### src/rtl/mem_arbiter_pkg.sv
// Shared definitions for the CPU/VGA memory arbiter: state encoding and
// default parameter values.
package mem_arbiter_pkg;

    typedef enum logic {
        VGA_PRI   = 1'b0,
        CPU_FORCE = 1'b1
    } arb_state_t;

    localparam int ADDR_W_DEFAULT       = 14;
    localparam int CPU_MAX_WAIT_DEFAULT = 4;

endpackage

### src/rtl/mem_arbiter.sv
// Single-port RAM arbiter between the CPU data port and the VGA framebuffer
// fetch. VGA wins by default; a CPU request starved for CPU_MAX_WAIT cycles is forced through.
module mem_arbiter
    import mem_arbiter_pkg::*;
#(
    parameter int ADDR_W       = ADDR_W_DEFAULT,
    parameter int CPU_MAX_WAIT = CPU_MAX_WAIT_DEFAULT
) (
    input  logic              clk,
    input  logic              reset,
    input  logic              cpu_req,
    input  logic              cpu_we,
    input  logic [3:0]        cpu_be,
    input  logic [ADDR_W-1:0] cpu_addr,
    input  logic [31:0]       cpu_wdata,
    output logic              cpu_gnt,
    output logic              cpu_rvalid,
    output logic [31:0]       cpu_rdata,
    input  logic              vga_req,
    input  logic [ADDR_W-1:0] vga_addr,
    output logic              vga_gnt,
    output logic              vga_rvalid,
    output logic [31:0]       vga_rdata,
    output logic              ram_en,
    output logic [3:0]        ram_we,
    output logic [ADDR_W-1:0] ram_addr,
    output logic [31:0]       ram_wdata,
    input  logic [31:0]       ram_rdata
);

    localparam int CNT_W = (CPU_MAX_WAIT < 1) ? 1 : $clog2(CPU_MAX_WAIT + 1);
    localparam logic [CNT_W-1:0] CNT_MAX = CNT_W'(CPU_MAX_WAIT);

    arb_state_t       state;
    arb_state_t       state_next;
    logic [CNT_W-1:0] wait_cnt;
    logic [CNT_W-1:0] wait_cnt_next;
    logic             cpu_rd_q;
    logic             vga_rd_q;
    logic             force_cpu;

    // State, wait counter and read-owner flags.
    always_ff @(posedge clk) begin
        if (reset) begin
            state    <= VGA_PRI;
            wait_cnt <= '0;
            cpu_rd_q <= 1'b0;
            vga_rd_q <= 1'b0;
        end else begin
            state    <= state_next;
            wait_cnt <= wait_cnt_next;
            cpu_rd_q <= cpu_gnt & ~cpu_we;
            vga_rd_q <= vga_gnt;
        end
    end

    always_comb begin
        wait_cnt_next = '0;
        if (cpu_req && !cpu_gnt) begin
            wait_cnt_next = (wait_cnt == CNT_MAX) ? CNT_MAX : wait_cnt + 1'b1;
        end
        state_next = state;
        if (cpu_gnt) begin
            state_next = VGA_PRI;
        end else if (wait_cnt_next == CNT_MAX) begin
            state_next = CPU_FORCE;
        end
    end

    // Grants are combinational so a request is served in its own cycle.
    always_comb begin
        force_cpu = (state == CPU_FORCE);
        cpu_gnt   = ~reset & cpu_req & (~vga_req | force_cpu);
        vga_gnt   = ~reset & vga_req & ~(cpu_req & force_cpu);
        ram_en    = cpu_gnt | vga_gnt;
        ram_we    = (cpu_gnt && cpu_we) ? cpu_be : 4'b0000;
        ram_addr  = cpu_gnt ? cpu_addr : vga_addr;
        ram_wdata = cpu_wdata;
    end

    // The owner flag may still be set on the first reset cycle; mask it.
    assign cpu_rvalid = cpu_rd_q & ~reset;
    assign vga_rvalid = vga_rd_q & ~reset;
    assign cpu_rdata  = ram_rdata;
    assign vga_rdata  = ram_rdata;

endmodule

### config.mk
export PLATFORM = sky130hd
export DESIGN_NAME = mem_arbiter
export DESIGN_NICKNAME = d
export VERILOG_FILES = /design/src/rtl/mem_arbiter_pkg.sv /design/src/rtl/mem_arbiter.sv
export SDC_FILE = /design/constraint.sdc
export NUM_CORES = 1
export LEC_CHECK = 0
export BUFFER_PORTS_ARGS = -buffer_cell sky130_fd_sc_hd__buf_2
export CAP_MARGIN = 20
export CORE_AREA = 2 2 86 88
export CTS_CLUSTER_SIZE = 12
export DETAILED_ROUTE_END_ITERATION = 10
export DIE_AREA = 0 0 88 90
export SLEW_MARGIN = 5
export SYNTH_ARGS = -nofsm -noshare
export SYNTH_HDL_FRONTEND = slang
export SYNTH_SLANG_ARGS = --single-unit
### constraint.sdc
create_clock -name clk -period 1.8 [get_ports clk]
set_clock_uncertainty 0.2 [all_clocks]
set_input_delay 0.27 -clock clk [delete_from_list [all_inputs] [get_ports clk]]
set_output_delay 0.27 -clock clk [all_outputs]
set_load 0.1 [all_outputs]
==> results of run 1 <==
-- sequential cells by signal (all words and copies together) (netlist names) --
signal / count
wait_cnt: 3
vga_rd_q: 1
force_cpu: 1
cpu_rd_q: 1
-- per-stage QoR --
stage / hold slack, ns / cell area, um2 / std cells / TNS (ns)
floorplan: 0.141 / 1290 / 149 / -1.11
global placement: 0.269 / 1350 / 214 / 0
detailed placement: 0.281 / 1350 / 214 / -0.461
CTS: 0.0854 / 1450 / 221 / -2.21
global route: 0.0900 / 1450 / 221 / -2.94
finish: 0.0811 / 1450 / 221 / -1.98
-- cells in the final DEF, fill, tap and decap left out, drive strengths merged --
| cell | instances |
|---|---|
| ha | 2 |
| nand2 | 1 |
| mux2 | 14 |
| a31oi | 1 |
| nor2b | 1 |
| clkinvlp | 1 |
| nor3 | 1 |
| nand3b | 1 |
| xor2 | 1 |
| nand2b | 2 |
| and3 | 4 |
| a21oi | 2 |
| dfxtp | 6 |
| and2b | 2 |
| nand3 | 1 |
| a211oi | 1 |
| or3b | 1 |
| inv | 3 |
| nor2 | 6 |
| buf | 67 |
| a221oi | 1 |
| clkbuf | 3 |
-- worst max-delay path: stages, from the launching register on --
cell	delay (ns)
dfxtp_2	0.31
nand2b_4	0.14
nand3b_4	0.11
buf_12	0.15
mux2_2	0.36
buf_12	0.17
-- where the power goes --
part | switching [mW] | internal (mW) | total, mW
Sequential | 0.00156 | 0.137 | 0.138
Combinational | 0.289 | 0.191 | 0.480
Clock | 0.0589 | 0.144 | 0.203
Total | 0.350 | 0.471 | 0.821
-- cell type report --
cell class / count / area [um2] / area share, %
flip-flops and latches: 6 / 121 / 8.37
clock buffers: 3 / 41.3 / 2.85
multi-input cells: 42 / 428 / 29.5
inverters: 4 / 18.8 / 1.29
well taps: 99 / 124 / 8.54
repair buffers: 67 / 717 / 49.4
-- how the worst max path moves through the flow --
stage | to | slack (ns)
after global routing | ram_addr[8] | -0.19
after CTS | ram_addr[7] | -0.16
final | ram_addr[11] | -0.15
after detailed placement | ram_we[3] | -0.06
after floorplan | ram_we[0] | -0.32
after global placement | ram_we[3] | 0.007
-- logic make-up (layout without fill, tap and decap cells) --
family                   count (synthesis)  count (layout)  synth area share, %
AO/OA/AOI/OAI                            5               5                 2.97
XOR/XNOR                                 1               1                0.693
adder cells (fa/ha/maj)                  2               2                 1.98
buffers and inverters                  101              74                 59.1
flip-flops                               6               6                 9.51
multiplexers                            14              14                 15.1
AND/OR/NAND/NOR                         20              20                 10.6
-- metal layers --
layer  wire [um]  GRT usage [%]  vias up  part of all wire, %
met5           0              0        -                    0
met4         219           7.69        0                  8.3
met3         374           3.40       28                   14
met2        1230           9.22       57                   47
met1         818           6.58      300                   31
li1            -              -      327                    -
-- repair_timing --
action | CTS | global route
setup endpoints to repair | 19 | 19
pin swaps | 0 | 1
buffers inserted | 4 | 0
gates resized for setup | 3 | 1
hold buffers | 0 | 0
gates cloned | 0 | 0
==> reports/qor.txt, run 1 <==
OUTCOME
--------------------------------------------------------------------------------------
Run status .............................................................. complete, but fails checks
Failing checks .......................................................... setup timing

CRITICAL PATH
--------------------------------------------------------------------------------------
Critical Path End Type ..................................................   output pin
Critical Path RT ........................................................      1.33 ns
Arrival time at the worst endpoint ......................................      1.48 ns
RR Startpoint ...........................................................  wait_cnt[0]
Critical Path Fanout Max ................................................           11
Reg-to-reg slack, setup .................................................      0.26 ns
Setup crit start ........................................................    force_cpu
CP Class ................................................................ register to output pin
Terminus of the critical flop-to-flop path ..............................    force_cpu
Type of origin of the critical path .....................................     register
R2R cell count ..........................................................            5

CLOCK NETWORK
--------------------------------------------------------------------------------------
Max Root-Sink Buffers ...................................................            2
CTS clock-pin slew for the worst setup and hold paths ...................      0.04 ns
Root Driver .............................................................     clkbuf_8
Clock tree from TritonCTS ...............................................         done
H-Tree Depth ............................................................            1
Clock tree sinks ........................................................            6
Clock latency reported for the late side of the worst-skew pair .........      0.22 ns
Number of buffers created by CTS ........................................            3

HOLD PATH
--------------------------------------------------------------------------------------
Number of instances on the worst hold path ..............................            2
Worst min path class .................................................... primary input to register
Origin of the worst min-delay path ......................................       cpu_we
Min-Delay Endpoint ......................................................     cpu_rd_q

TIMING
--------------------------------------------------------------------------------------
Hold Vio Cnt, Final .....................................................            0
Final Setup Violations ..................................................           19
Maximum clock frequency .................................................    0.513 GHz
Worst-case headroom to the max-slew limit ...............................        86.4%
Max-slew violation count ................................................            0
Unrepaired setup endpoints after global routing .........................          yes
Slew of the pin with the lowest slew margin .............................     0.204 ns
Setup slack after layout ................................................    -0.151 ns
Final worst-path cycle share ............................................         108%
Crit path time final ....................................................      1.95 ns

FINAL LAYOUT
--------------------------------------------------------------------------------------
Ant diodes ..............................................................            0
Number of nets in the finished design ...................................          227
Number of filler instances in the final layout ..........................          750
Post-layout util ........................................................        20.7%
Share of post-route cells with drive strength above 1 ...................        79.5%
Area growth, synth to finish ............................................        14.8%

LOGIC SYNTHESIS
--------------------------------------------------------------------------------------
Synth top area share ....................................................        57.0%
Library cell with the highest instance count after synthesis ............        buf_4
Post-Syn Nets ...........................................................          252
Synth Warn # ............................................................            0
Yosys top cell by area ..................................................        buf_4
Top cells by area in the synthesized netlist ............................ buf_4 (57%), mux2_4 (11%), dfxtp_1 (9.5%)
Fraction of the yosys area taken by sequential cells ....................        9.50%
Gate Count Post-Synth ...................................................          149
Count of flip-flops with a built-in enable after synthesis ..............            0
Top cell types by occurrence after synthesis ............................ buf_4 (96), mux2_4 (9), dfxtp_1 (6), nor2_1 (6), mux2_2 (5)
Post-synthesis sequential element count .................................            6
Number of distinct standard cells referenced by the synthesized netlist .           23
Top FF cell, synth ......................................................      dfxtp_1
Average cell area after synthesis .......................................     8.48 um2
Syn Std Cell Area .......................................................     1260 um2
FFs w/ async S/R, synth .................................................           0%

ROUTE
--------------------------------------------------------------------------------------
Average detailed-routed wire length per instance ........................      12.0 um
Total iterations of the first detailed-routing run ......................            3
Vias ....................................................................          712
Post-route DRC ..........................................................            0
WL final ................................................................      2640 um
Antenna-violating nets left .............................................            0
Iter 0 DRT Violations ...................................................           48
Post-detailed-route via-to-cell ratio ...................................         3.22

GLOBAL ROUTING
--------------------------------------------------------------------------------------
Aggregate global-route resource usage ...................................        6.70%
Wire length of the first global-routing pass ............................      4040 um
Largest net degree at the start of global routing .......................           12
Vias in the first global route ..........................................          781
Number of antenna violations at the first check in global routing .......            0
Overflow left after global routing ......................................            0

DIE
--------------------------------------------------------------------------------------
Std-Cell Core Area ......................................................     7020 um2
Horizontal extent of the die ............................................        88 um
Count of standard-cell rows .............................................           31
# IOs ...................................................................          220
Die Footprint ...........................................................     7920 um2
Initial cell density of the core ........................................        18.0%
Height of the chip ......................................................        90 um

POWER
--------------------------------------------------------------------------------------
Total design power ......................................................     0.821 mW
Leakage .................................................................     0.673 nW
Power density normalized to cell area ...................................   566 nW/um2
Maximum ir drop on the vdd rail .........................................       197 uV

PLACED DESIGN
--------------------------------------------------------------------------------------
Worst slack after detailed placement ....................................   -0.0596 ns
Final weighted congestion of routability-driven global placement ........        0.740
Detailed-placement wirelength estimate ..................................      2160 um
Buffers added on ports ..................................................           59

FLOW RUN
--------------------------------------------------------------------------------------
Max-capacitance violation count .........................................            0

(Power assumes the default switching activity.)
==> run 2: changes to the inputs <==
--- a/config.mk
+++ b/config.mk
@@ -11,6 +11,7 @@
 export CTS_CLUSTER_SIZE = 12
 export DETAILED_ROUTE_END_ITERATION = 10
 export DIE_AREA = 0 0 88 90
+export RECOVER_POWER = 100
 export SLEW_MARGIN = 5
 export SYNTH_ARGS = -nofsm -noshare
 export SYNTH_HDL_FRONTEND = slang
==> reports/qor.txt, run 2 (same netlist as run 1, synthesis figures left out) <==
PLACED DESIGN
--------------------------------------------------------------------------------
Detailed-placement wirelength estimate ............................      2160 um   unchanged
Worst slack after detailed placement ..............................   -0.0596 ns   unchanged
Final weighted congestion of routability-driven global placement ..        0.740   unchanged
Buffers added on ports ............................................           59   unchanged

CRITICAL PATH
--------------------------------------------------------------------------------
Cell-by-cell listing of the critical path ......................... nand2b_4 -> nand3b_4 -> buf_12 -> mux2_2 -> buf_12
Type of origin of the critical path ...............................     register
Reg-to-reg slack, setup ...........................................      0.28 ns   +0.02 ns
Slowest cell delay on critical path ...............................      0.36 ns   about the same
Critical Path End Type ............................................   output pin
Critical Path RT ..................................................      1.33 ns   about the same
Largest delay share family, worst path ............................ multiplexers
Cell type of the slowest stage on the worst timing path ...........       mux2_2
Dominant cell type by count on the critical path ..................       buf_12
Arrival time at the worst endpoint ................................      1.48 ns   about the same
Critical Path Fanout Max ..........................................           11   unchanged
CP Class .......................................................... register to output pin
Number of buffer and inverter stages on the critical path .........            2   unchanged

TIMING
--------------------------------------------------------------------------------
Crit path time final ..............................................      1.95 ns   +0.000610 ns
Unrepaired setup endpoints after global routing ...................          yes
Setup slack after layout ..........................................    -0.152 ns   -0.000610 ns
Final worst-path cycle share ......................................         108%   about the same
Slew of the pin with the lowest slew margin .......................     0.306 ns   +0.101 ns
Final-layout setup total negative slack ...........................     -1.99 ns   -0.0116 ns
Max-slew violation count ..........................................            0   unchanged
Maximum clock frequency ...........................................    0.512 GHz   about the same
Worst-case headroom to the max-slew limit .........................        79.7%   -6.6 points
Hold Vio Cnt, Final ...............................................            0   unchanged
Final Setup Violations ............................................           19   unchanged

FINAL LAYOUT
--------------------------------------------------------------------------------
Number of filler instances in the final layout ....................          756   +0.80%
Number of flip-flops in the largest register ......................            3   unchanged
Most common cell after layout, fill and taps aside ................        buf_2
Share of post-route cells with drive strength above 1 .............        75.4%   -4.1 points
Post-layout util ..................................................        19.9%   -0.75 points
Multi-input combinational cell area ...............................      418 um2   -2.3%
Most flop-heavy register ..........................................     wait_cnt
Number of nets in the finished design .............................          227   unchanged
Area growth, synth to finish ......................................        10.6%
Ant diodes ........................................................            0   unchanged
Commonest cells after routing, fill and taps aside ................ buf_2 (35), buf_12 (21), mux2_4 (9)
Area taken by flip-flops and latches ..............................      121 um2   unchanged

ROUTE
--------------------------------------------------------------------------------
Antenna-violating nets left .......................................            0   unchanged
Total iterations of the first detailed-routing run ................            3   unchanged
Post-route DRC ....................................................            0   unchanged
WL final ..........................................................      2660 um   +0.79%
Vias ..............................................................          710   -0.28%
Iter 0 DRT Violations .............................................           42   -13%
Post-detailed-route via-to-cell ratio .............................         3.21   -0.28%
Average detailed-routed wire length per instance ..................      12.0 um   +0.79%

DIE
--------------------------------------------------------------------------------
Initial cell density of the core ..................................        18.0%   unchanged
Count of standard-cell rows .......................................           31   unchanged
Die Footprint .....................................................     7920 um2   unchanged
Height of the chip ................................................        90 um   unchanged
# IOs .............................................................          220   unchanged
Horizontal extent of the die ......................................        88 um   unchanged
Std-Cell Core Area ................................................     7020 um2   unchanged

GLOBAL ROUTING
--------------------------------------------------------------------------------
Wire length of the first global-routing pass ......................      4040 um   unchanged
Vias in the first global route ....................................          781   unchanged
Aggregate global-route resource usage .............................        6.70%   unchanged
Number of antenna violations at the first check in global routing .            0   unchanged
Overflow left after global routing ................................            0   unchanged
Largest net degree at the start of global routing .................           12   unchanged

CLOCK NETWORK
--------------------------------------------------------------------------------
Clock tree from TritonCTS .........................................         done
Root Driver .......................................................     clkbuf_8
Max Root-Sink Buffers .............................................            2   unchanged
Number of buffers created by CTS ..................................            3   unchanged
Hold buffer count at cts ..........................................            0   unchanged
H-Tree Depth ......................................................            1   unchanged
Clock latency reported for the late side of the worst-skew pair ...      0.23 ns   about the same
Clock tree sinks ..................................................            6   unchanged
CTS clock-pin slew for the worst setup and hold paths .............      0.04 ns   about the same

FLOW RUN
--------------------------------------------------------------------------------
Max-capacitance violation count ...................................            0   unchanged

OUTCOME
--------------------------------------------------------------------------------
Run status ........................................................ complete, but fails checks
Failing checks .................................................... setup timing

HOLD PATH
--------------------------------------------------------------------------------
Worst min path class .............................................. primary input to register

POWER
--------------------------------------------------------------------------------
Power density normalized to cell area .............................   580 nW/um2   +2.5%
Maximum ir drop on the vdd rail ...................................       197 uV   unchanged
Leakage ...........................................................     0.654 nW   -2.9%

[run 2: final cells by class]
class | instances | share of cell area (%)
timing repair buffer | 67 | 48.3
multi-input combinational | 42 | 29.9
tap | 99 | 8.86
sequential | 6 | 8.68
clock buffer | 3 | 2.95
inverter | 4 | 1.34
[run 2: path summary, 6_finish.rpt]
check                           cells past startpoint            to        start
worst max register to register                      5     force_cpu  wait_cnt[0]
worst min register to register                      1   wait_cnt[0]  wait_cnt[0]
worst min-delay path                                2      cpu_rd_q       cpu_we
worst max-delay path                                5  ram_addr[11]    force_cpu
[run 2: through the flow]
stage	hold slack, ns	power [mW]	area (um2)	std cells
floorplan	0.141	1.43	1290	149
global placement	0.269	0.610	1350	214
detailed placement	0.281	0.612	1350	214
CTS	0.0854	0.829	1450	221
global route	0.0900	0.837	1400	221
finish	0.0797	0.811	1400	221
[run 2: worst reg2reg max path, delay by kind of cell (launching register included)]
kind / cells / cell delay, ns
buffers and inverters: 1 / 0.06
flip-flops: 1 / 0.37
AO/OA/AOI/OAI: 2 / 0.35
AND/OR/NAND/NOR: 1 / 0.15
adder cells (fa/ha/maj): 1 / 0.30
[run 2: where the power goes]
part           total (mW)  switching (mW)  internal [mW]
logic               0.469           0.287          0.181
registers           0.138         0.00144          0.137
clock network       0.204          0.0599          0.144
[run 2: repair_timing]
item,4_1_cts,5_1_grt
gates resized for setup,3,1
pin swaps,0,1
setup endpoints to repair,19,19
buffers inserted,4,0
[run 2: metal layers]
metal	global-route usage [%]	wire length, um	vias to the layer above
li1	-	-	327
met1	6.58	845	296
met2	9.22	1230	59
met3	3.40	369	28
met4	7.69	219	0
met5	0	0	-
==> run 3: changes to the inputs <==
==> constraint.sdc (replaced) <==
create_clock -name clk -period 2.5 [get_ports clk]
set_clock_uncertainty 0.2 [all_clocks]
set_input_delay 0.375 -clock clk [delete_from_list [all_inputs] [get_ports clk]]
set_output_delay 0.375 -clock clk [all_outputs]
set_load 0.1 [all_outputs]
==> reports/qor.txt, run 3 (same netlist as run 1, synthesis figures left out) <==
OUTCOME
--------------------------------------------------------------------------------
Run status ........................................................ complete, no violations

FINAL LAYOUT
--------------------------------------------------------------------------------
Number of filler instances in the final layout ....................          805   +6.5%
Number of flip-flops in the largest register ......................            3   unchanged
Most flop-heavy register ..........................................     wait_cnt
Multi-input combinational cell area ...............................      393 um2   -6.0%
Share of post-route cells with drive strength above 1 .............        69.3%   -6.1 points
Most common cell after layout, fill and taps aside ................        buf_2
Area growth, synth to finish ......................................       -20.2%
Number of nets in the finished design .............................          219   -3.5%
Ant diodes ........................................................            0   unchanged
Area taken by flip-flops and latches ..............................      120 um2   -1.0%
Commonest cells after routing, fill and taps aside ................ buf_2 (41), clkbuf_2 (10), mux2_4 (9)

PLACED DESIGN
--------------------------------------------------------------------------------
Buffers added on ports ............................................           59   unchanged
Final weighted congestion of routability-driven global placement ..        0.738   -0.18%
Detailed-placement wirelength estimate ............................      2150 um   -0.32%

CLOCK NETWORK
--------------------------------------------------------------------------------
Clock tree sinks ..................................................            6   unchanged
Max Root-Sink Buffers .............................................            2   unchanged
Clock latency reported for the late side of the worst-skew pair ...      0.22 ns   about the same
Clock tree from TritonCTS .........................................         done
Hold buffer count at cts ..........................................            0   unchanged
Root Driver .......................................................     clkbuf_8
Number of buffers created by CTS ..................................            3   unchanged
H-Tree Depth ......................................................            1   unchanged
Setup Buffers After CTS ...........................................            0   -4
Resize count post-CTS .............................................            0   -3
CTS clock-pin slew for the worst setup and hold paths .............      0.04 ns   about the same

DIE
--------------------------------------------------------------------------------
# IOs .............................................................          220   unchanged
Horizontal extent of the die ......................................        88 um   unchanged
Die Footprint .....................................................     7920 um2   unchanged
Height of the chip ................................................        90 um   unchanged
Count of standard-cell rows .......................................           31   unchanged
Initial cell density of the core ..................................        18.0%   unchanged
Std-Cell Core Area ................................................     7020 um2   unchanged

CRITICAL PATH
--------------------------------------------------------------------------------
Critical Path RT ..................................................      1.92 ns   +0.59 ns
Type of origin of the critical path ...............................     register
Critical Path Fanout Max ..........................................           16   +5
Arrival time at the worst endpoint ................................      1.81 ns   +0.33 ns
CP Class .......................................................... register to output pin
Critical Path End Type ............................................   output pin

TIMING
--------------------------------------------------------------------------------
Max-slew violation count ..........................................            0   unchanged
Maximum clock frequency ...........................................    0.419 GHz
Worst-case headroom to the max-slew limit .........................        22.0%   -58 points
Crit path time final ..............................................      2.39 ns
Final hold slack ..................................................     0.182 ns   +0.103 ns
Hold Vio Cnt, Final ...............................................            0   unchanged
Final worst-path cycle share ......................................        95.6%
Final Setup Violations ............................................            0   -19
Slew of the pin with the lowest slew margin .......................      1.17 ns   +0.869 ns
Unrepaired setup endpoints after global routing ...................           no

GLOBAL ROUTING
--------------------------------------------------------------------------------
Wire length of the first global-routing pass ......................      3550 um   -12%
Overflow left after global routing ................................            0   unchanged
Largest net degree at the start of global routing .................           17   +5
Vias in the first global route ....................................          697   -11%
Number of antenna violations at the first check in global routing .            0   unchanged
Aggregate global-route resource usage .............................        5.90%   -0.80 points

POWER
--------------------------------------------------------------------------------
Maximum ir drop on the vdd rail ...................................       103 uV   -47%
Net switching share of the total power ............................        47.0%   +4.0 points
Switching power ...................................................     0.233 mW   -33%
Power density normalized to cell area .............................   492 nW/um2   -15%
Proportion of power drawn by the clock network ....................        28.9%   +3.8 points
Internal power ....................................................     0.263 mW   -43%
Combinational power share .........................................        51.0%   -6.8 points
Seq pwr share .....................................................        20.1%   +3.0 points
Leakage ...........................................................     0.523 nW   -20%
Total design power ................................................     0.496 mW   -39%

ROUTE
--------------------------------------------------------------------------------
Total iterations of the first detailed-routing run ................            4   +1
Average detailed-routed wire length per instance ..................      12.2 um   +1.6%
Post-route DRC ....................................................            0   unchanged
Post-detailed-route via-to-cell ratio .............................         3.24   +0.83%
Antenna-violating nets left .......................................            0   unchanged
WL final ..........................................................      2610 um   -2.1%
Vias ..............................................................          690   -2.8%
Iter 0 DRT Violations .............................................           37   -12%

HOLD PATH
--------------------------------------------------------------------------------
Worst min path class .............................................. primary input to register

FLOW RUN
--------------------------------------------------------------------------------
Max-capacitance violation count ...................................            0   unchanged

[run 3: changes by cell type in the layout (fill, tap and decap cells not counted), sizes merged]
cell      previous run  this run
buf                 62        45
clkbuf               8        17
clkinvlp             1         0
inv                  3         4
[run 3: worst paths after layout]
path	startpoint	endpoint	slack, ns	depth (start not counted)
worst max-delay path	force_cpu	ram_addr[4]	0.11	4
worst min register to register	wait_cnt[0]	wait_cnt[0]	0.29	1
worst max register to register	wait_cnt[0]	force_cpu	0.95	5
worst min-delay path	cpu_we	cpu_rd_q	0.18	2
[run 3: metal layers]
layer / part of all wire (%) / wire, um / vias up / GRT usage, %
met5: 0 / 0 / - / 0
met4: 7.6 / 199 / 0 / 5.90
met3: 16 / 410 / 35 / 3.67
met2: 43 / 1130 / 75 / 8.27
met1: 33 / 869 / 272 / 5.64
li1: - / - / 308 / -
[run 3: layout make-up]
type	count	share of cell area (%)
timing repair buffer	59	31.3
tap	99	12.3
multi-input combinational	42	39.0
sequential	6	11.9
inverter	4	1.49
clock buffer	3	4.09
[run 3: power groups by stage]
stage / registers [mW] / clock network [mW] / logic [mW]
final: 0.0997 / 0.143 / 0.253
after CTS: 0.0998 / 0.146 / 0.259
after global routing: 0.0999 / 0.152 / 0.262
after floorplan: 0.101 / 0 / 0.925
after detailed placement: 0.101 / 0 / 0.258
after global placement: 0.101 / 0 / 0.256
[run 3: worst max-delay path, stage by stage, from the launching register on]
cell      delay, ns
dfxtp_1        0.39
nand2b_2       0.18
nand3b_4       0.26
mux2_4         0.38
clkbuf_2       0.37
[run 3: metrics by stage]
stage          instances  instance area (um2)  utilization (%)  setup slack, ns  setup TNS (ns)
3_5_place_dp         210                 1020             14.5            0.316               0
2_1_floorplan        149                 1270                -         -0.00915         -0.0366
4_1_cts              213                 1060             15.1            0.108               0
3_3_place_gp         210                 1020             14.5            0.348               0
6_report             213                 1010             14.4            0.111               0
5_1_grt              213                 1010             14.4           0.0151               0
